[src/rtl/io_pkg.sv]
// io_pkg
// Shared definitions for the input conditioner slice: the per-channel
// debounce state type, default timing values and a helper that sizes the
// shared tick counter.
// No ports (package).

package io_pkg;

   // Per-channel debounce state: settled at q, or watching a difference.
   typedef enum logic {
      STABLE   = 1'b0,
      CHANGING = 1'b1
   } chan_state_e;

   // 1 ms tick at 50 MHz, ten ticks of continuous difference to accept a change.
   localparam int TICK_DIV_DEFAULT     = 50000;
   localparam int STABLE_TICKS_DEFAULT = 10;

   // Width of the tick counter for the default divider.
   localparam int TICK_CNT_W = $clog2(TICK_DIV_DEFAULT);

   // Width of a counter running 0..div-1; never narrower than one bit.
   function automatic int tick_cnt_width(input int div);
      return (div < 2) ? 1 : $clog2(div);
   endfunction

endpackage

[src/rtl/io_input_conditioner_debounce_channel.sv]
// debounce_channel
// One conditioned input bit: 2-FF synchroniser, two-state debounce FSM
// driven by the shared tick, and a registered rise pulse.
// Ports:
//   clk    system clock
//   rst_n  asynchronous active-low reset
//   raw    raw level, already active-high, asynchronous to clk
//   tick   one-cycle strobe from the shared tick generator
//   q      debounced level (registered)
//   rise   one-cycle pulse in the cycle after q goes 0->1

module debounce_channel
   import io_pkg::*;
#(
   parameter int STABLE_TICKS = STABLE_TICKS_DEFAULT
) (
   input  logic clk,
   input  logic rst_n,
   input  logic raw,
   input  logic tick,
   output logic q,
   output logic rise
);

   localparam logic [3:0] CNT_LAST = 4'(STABLE_TICKS - 1);

   logic        sync_meta;
   logic        sync;
   chan_state_e state;
   chan_state_e state_next;
   logic        q_next;
   logic [3:0]  cnt;
   logic [3:0]  cnt_next;
   logic        q_dly;

   // Two-flop synchroniser bringing the raw level into the clock domain.
   always_ff @(posedge clk or negedge rst_n) begin
      if (!rst_n) begin
         sync_meta <= 1'b0;
         sync      <= 1'b0;
      end else begin
         sync_meta <= raw;
         sync      <= sync_meta;
      end
   end

   // Debounce state, accepted level and tick count.
   always_ff @(posedge clk or negedge rst_n) begin
      if (!rst_n) begin
         state <= STABLE;
         q     <= 1'b0;
         cnt   <= 4'd0;
      end else begin
         state <= state_next;
         q     <= q_next;
         cnt   <= cnt_next;
      end
   end

   // Next-state logic. The tick that coincides with entering CHANGING is
   // deliberately ignored, so q only flips after STABLE_TICKS whole ticks
   // of uninterrupted difference.
   always_comb begin
      state_next = state;
      q_next     = q;
      cnt_next   = cnt;
      case (state)
         STABLE: begin
            if (sync != q) begin
               state_next = CHANGING;
               cnt_next   = 4'd0;
            end
         end
         CHANGING: begin
            if (sync == q) begin
               state_next = STABLE;
               cnt_next   = 4'd0;
            end else if (tick) begin
               if (cnt == CNT_LAST) begin
                  q_next     = ~q;
                  state_next = STABLE;
                  cnt_next   = 4'd0;
               end else begin
                  cnt_next = cnt + 4'd1;
               end
            end
         end
         default: begin
            state_next = STABLE;
            cnt_next   = 4'd0;
         end
      endcase
   end

   // Rise pulse: registered so it appears the cycle after q goes high.
   always_ff @(posedge clk or negedge rst_n) begin
      if (!rst_n) begin
         q_dly <= 1'b0;
         rise  <= 1'b0;
      end else begin
         q_dly <= q;
         rise  <= q & ~q_dly;
      end
   end

endmodule

[src/rtl/io_input_conditioner.sv]
// io_input_conditioner
// Synchronises and debounces the board switches and push-buttons and presents
// them as clean 32-bit words to the load/store unit's input-peripheral region,
// plus one-cycle press pulses for event logic.
// Ports:
//   i_clk        system clock
//   i_rst_n      asynchronous active-low reset
//   i_sw_raw     raw switch levels (SW_W bits, asynchronous)
//   i_btn_raw    raw button levels (BTN_W bits, asynchronous, see BTN_ACTIVE_LOW)
//   o_io_sw      debounced switches, zero-extended to 32 bits
//   o_io_btn     debounced buttons in [BTN_W-1:0], 1 = pressed, rest zero
//   o_btn_pulse  one-cycle pulse per button press

module io_input_conditioner
   import io_pkg::*;
#(
   parameter int SW_W           = 18,
   parameter int BTN_W          = 4,
   parameter bit BTN_ACTIVE_LOW = 1'b1,
   parameter int TICK_DIV       = TICK_DIV_DEFAULT,
   parameter int STABLE_TICKS   = STABLE_TICKS_DEFAULT
) (
   input  logic             i_clk,
   input  logic             i_rst_n,
   input  logic [SW_W-1:0]  i_sw_raw,
   input  logic [BTN_W-1:0] i_btn_raw,
   output logic [31:0]      o_io_sw,
   output logic [31:0]      o_io_btn,
   output logic [BTN_W-1:0] o_btn_pulse
);

   localparam int TICK_W = tick_cnt_width(TICK_DIV);

   logic [TICK_W-1:0] tick_cnt;
   logic              tick;
   logic [BTN_W-1:0]  btn_level;
   logic [SW_W-1:0]   sw_q;
   logic [SW_W-1:0]   sw_rise_unused;
   logic [BTN_W-1:0]  btn_q;

   // Shared tick generator: counts 0..TICK_DIV-1 and strobes on the last value.
   always_ff @(posedge i_clk or negedge i_rst_n) begin
      if (!i_rst_n) begin
         tick_cnt <= '0;
      end else if (tick) begin
         tick_cnt <= '0;
      end else begin
         tick_cnt <= tick_cnt + 1'b1;
      end
   end

   assign tick = (tick_cnt == TICK_W'(TICK_DIV - 1));

   // Buttons are made active-high before synchronisation.
   assign btn_level = BTN_ACTIVE_LOW ? ~i_btn_raw : i_btn_raw;

   for (genvar i = 0; i < SW_W; i++) begin : g_sw
      debounce_channel #(
         .STABLE_TICKS(STABLE_TICKS)
      ) u_chan (
         .clk  (i_clk),
         .rst_n(i_rst_n),
         .raw  (i_sw_raw[i]),
         .tick (tick),
         .q    (sw_q[i]),
         .rise (sw_rise_unused[i])
      );
   end

   for (genvar i = 0; i < BTN_W; i++) begin : g_btn
      debounce_channel #(
         .STABLE_TICKS(STABLE_TICKS)
      ) u_chan (
         .clk  (i_clk),
         .rst_n(i_rst_n),
         .raw  (btn_level[i]),
         .tick (tick),
         .q    (btn_q[i]),
         .rise (o_btn_pulse[i])
      );
   end

   // Zero-extend the debounced levels onto the 32-bit LSU words.
   always_comb begin
      o_io_sw               = '0;
      o_io_sw[SW_W-1:0]     = sw_q;
      o_io_btn              = '0;
      o_io_btn[BTN_W-1:0]   = btn_q;
   end

endmodule

[config.mk]
export PLATFORM = sky130hd
export DESIGN_NAME = io_input_conditioner
export DESIGN_NICKNAME = d
export VERILOG_FILES = /design/src/rtl/io_pkg.sv /design/src/rtl/io_input_conditioner_debounce_channel.sv /design/src/rtl/io_input_conditioner.sv
export SDC_FILE = /design/constraint.sdc
export NUM_CORES = 1
export LEC_CHECK = 0
export CORE_MARGIN = 5
export CORE_UTILIZATION = 40
export DETAILED_ROUTE_END_ITERATION = 12
export SLEW_MARGIN = 15
export SYNTH_ARGS = -nofsm -noshare
export SYNTH_HDL_FRONTEND = slang
export SYNTH_HIERARCHICAL = 1
export SYNTH_SLANG_ARGS = --single-unit
[constraint.sdc]
create_clock -name i_clk -period 5.9 [get_ports i_clk]
set_input_delay 0.885 -clock i_clk [delete_from_list [all_inputs] [get_ports i_clk]]
set_output_delay 0.885 -clock i_clk [all_outputs]
set_load 0.02 [all_outputs]
==> summary.md <==
| Metric | Value |
|---|---|
| Rel. slew slack | 24.5% |
| Vias | 7,309 |
| Skew-Pair Late Insertion Delay | 0.43 ns |
| Post-CTS setup buffers | 0 |
| RSZ-0062 raised after global routing | false |
| Fin area | 0.0123 mm² |
| Die Ht | 176 µm |
| CTS root buffer | clkbuf_16 |
| Tcrit/Tclk final | 53.2% |
| Die area | 0.0311 mm² |
| Peak VDD IR | 0.187 mV |
| Congestion Overflow GR | 0 |
| Num CTS Buffers | 17 |
| Crit path largest cell delay | 0.97 ns |
| Final Critical Period | 3.14 ns |
| Least-Margin Pin Slew | 1.13 ns |
| Crit start category | flop |
| Via density | 5.07 |
| Core footprint | 0.0271 mm² |
| # setup viols final | 0 |
| Leakage | 5.21 nW |
| Most common cell after layout, fill and taps aside | dfrtp_1 |
| CP Data Required Time | 6.21 ns |
| Initial DRC count | 358 |
| Final Max Tran Viols | 0 |
| Share of post-route cells with drive strength above 1 | 11.7% |
| Status | finished clean |
| Crit end category | flop |
| Power Dens Cells | 218 mW/mm² |
| Routed wire length | 18,900 µm |
| Post_cts resized | 0 |
| Global-route wire length before repair | 33,400 µm |
| Starting Density | 40.8% |
| CP Cell Sequence | nor2_1 -> nand3_1 -> nor4_1 -> and3_4 -> buf_4 -> nand2_1 -> mux2_1 -> a31o_1 |
| Final Skew | 0.0131 ns |
| Tot GR Track Use | 12.6% |
| Hpwl dp | 12,500 µm |
| Area grow syn2layout | 11.6% |
| WP data arrival | 3.45 ns |
| Critical Path Fanout Max | 113 |
| H-tree levels | 4 |
| Final ANT Viol Nets | 0 |
| Die Wd | 176 µm |
| DRC viols | 0 |
| Final nets | 1,127 |
| YS warnings | 6 |
| Commonest non-fill, non-tap cells in the layout | dfrtp_1, nand2_1, nand3b_1, nor2_1, clkdlybuf4s50_1 |
| Initial DRT Pass Iterations | 4 |
| Wire per inst | 13.1 µm |
| Post-DP Area | 0.0118 mm² |
| Max-Cap Viols | 0 |
| Setup Crit Path Kind | flop to flop |
| TritonCTS Sinks | 200 |
| Largest delay contributor family on the critical path | simple AND/OR/NAND/NOR gates |
| WP buf/inv | 1 |
| IO Pins | 92 |
| Hold WC Path Type | flop to flop |
| Final total power | 0.00269 W |
| # port buffers | 49 |
| CTS max path bufs | 2 |
| Clock-pin slew on the worst setup and hold paths | 0.07 ns |
| CP max stage cell | and3_4 |
| Area of the mapped netlist | 0.0111 mm² |
| Fin Setup TNS | 0 ns |
| Hold_buf cts | 0 |
| CTS tree | done |
| Fmax | 0.319 GHz |
| Final Wtd Congestion | 0.782 |
| Initial antenna violation count | 0 |
| Pin count of the biggest net entering global routing | 114 |
| Final hold viol count | 0 |
| Number of cell rows | 60 |
| Mean Syn Cell Area | 10.9 µm² |
| Vias in the first global route | 7,142 |
| # diodes | 0 |
| Synthesized instance count | 1,012 |
==> worst paths after layout <==
| path | from | end | slack (ns) | cells after the start |
|---|---|---|---|---|
| min | g_sw[1].u_chan/sync_meta$_DFF_PN0_ | g_sw[1].u_chan/sync$_DFF_PN0_ | 0.35 | 0 |
| min reg2reg | g_sw[1].u_chan/sync_meta$_DFF_PN0_ | g_sw[1].u_chan/sync$_DFF_PN0_ | 0.35 | 0 |
| min in group asynchronous | i_rst_n | g_sw[13].u_chan/q$_DFFE_PN0P_ | 0.55 | 1 |
| max reg2reg | tick_cnt[4]$_DFF_PN0_ | g_sw[4].u_chan/cnt[2]$_DFFE_PN0P_ | 2.76 | 8 |
| max in group asynchronous | i_rst_n | g_sw[2].u_chan/cnt[0]$_DFFE_PN0P_ | 4.32 | 2 |
| max | tick_cnt[4]$_DFF_PN0_ | g_sw[4].u_chan/cnt[2]$_DFFE_PN0P_ | 2.76 | 8 |
==> where the power goes <==
group          leakage [nW]  internal (W)  switching, W
registers              2.63       0.00139     0.0000319
logic                  2.32     0.0000347     0.0000846
clock network         0.270      0.000596      0.000555
==> layer usage <==
layer	global-route usage (%)	routed length, µm
met1	17.0	9250
met2	20.7	9070
met3	2.91	462
met4	3.02	115
met5	0	0
==> registers in the layout, indices dropped and copies added (netlist names) <==
register,cells
g_sw.u_chan/cnt,72
g_sw.u_chan/q,18
g_sw.u_chan/state,18
g_sw.u_chan/sync,18
g_sw.u_chan/sync_meta,18
g_btn.u_chan/cnt,16
tick_cnt,16
g_btn.u_chan/q,4
g_btn.u_chan/q_dly,4
g_btn.u_chan/rise,4
g_btn.u_chan/state,4
g_btn.u_chan/sync,4
g_btn.u_chan/sync_meta,4
==> area by class of cell <==
class | instances | area (µm²)
fill | 2495 | 14800
multi-input combinational | 761 | 5670
sequential | 200 | 5000
timing repair buffer | 51 | 522
tap | 372 | 465
clock buffer | 18 | 429
clock inverter | 14 | 141
inverter | 27 | 101
==> per-stage QoR <==
stage	cells	setup WS (ns)	util, %	hold WS, ns
floorplan	1053	1.76	-	0.331
detailed placement	1411	2.71	43.4	0.335
global route	1443	2.45	45.5	0.355
finish	1443	2.76	45.5	0.349
CTS	1443	2.71	45.5	0.346
global placement	1411	2.75	43.4	0.332
No activity file was read; power rests on OpenSTA's default activity.
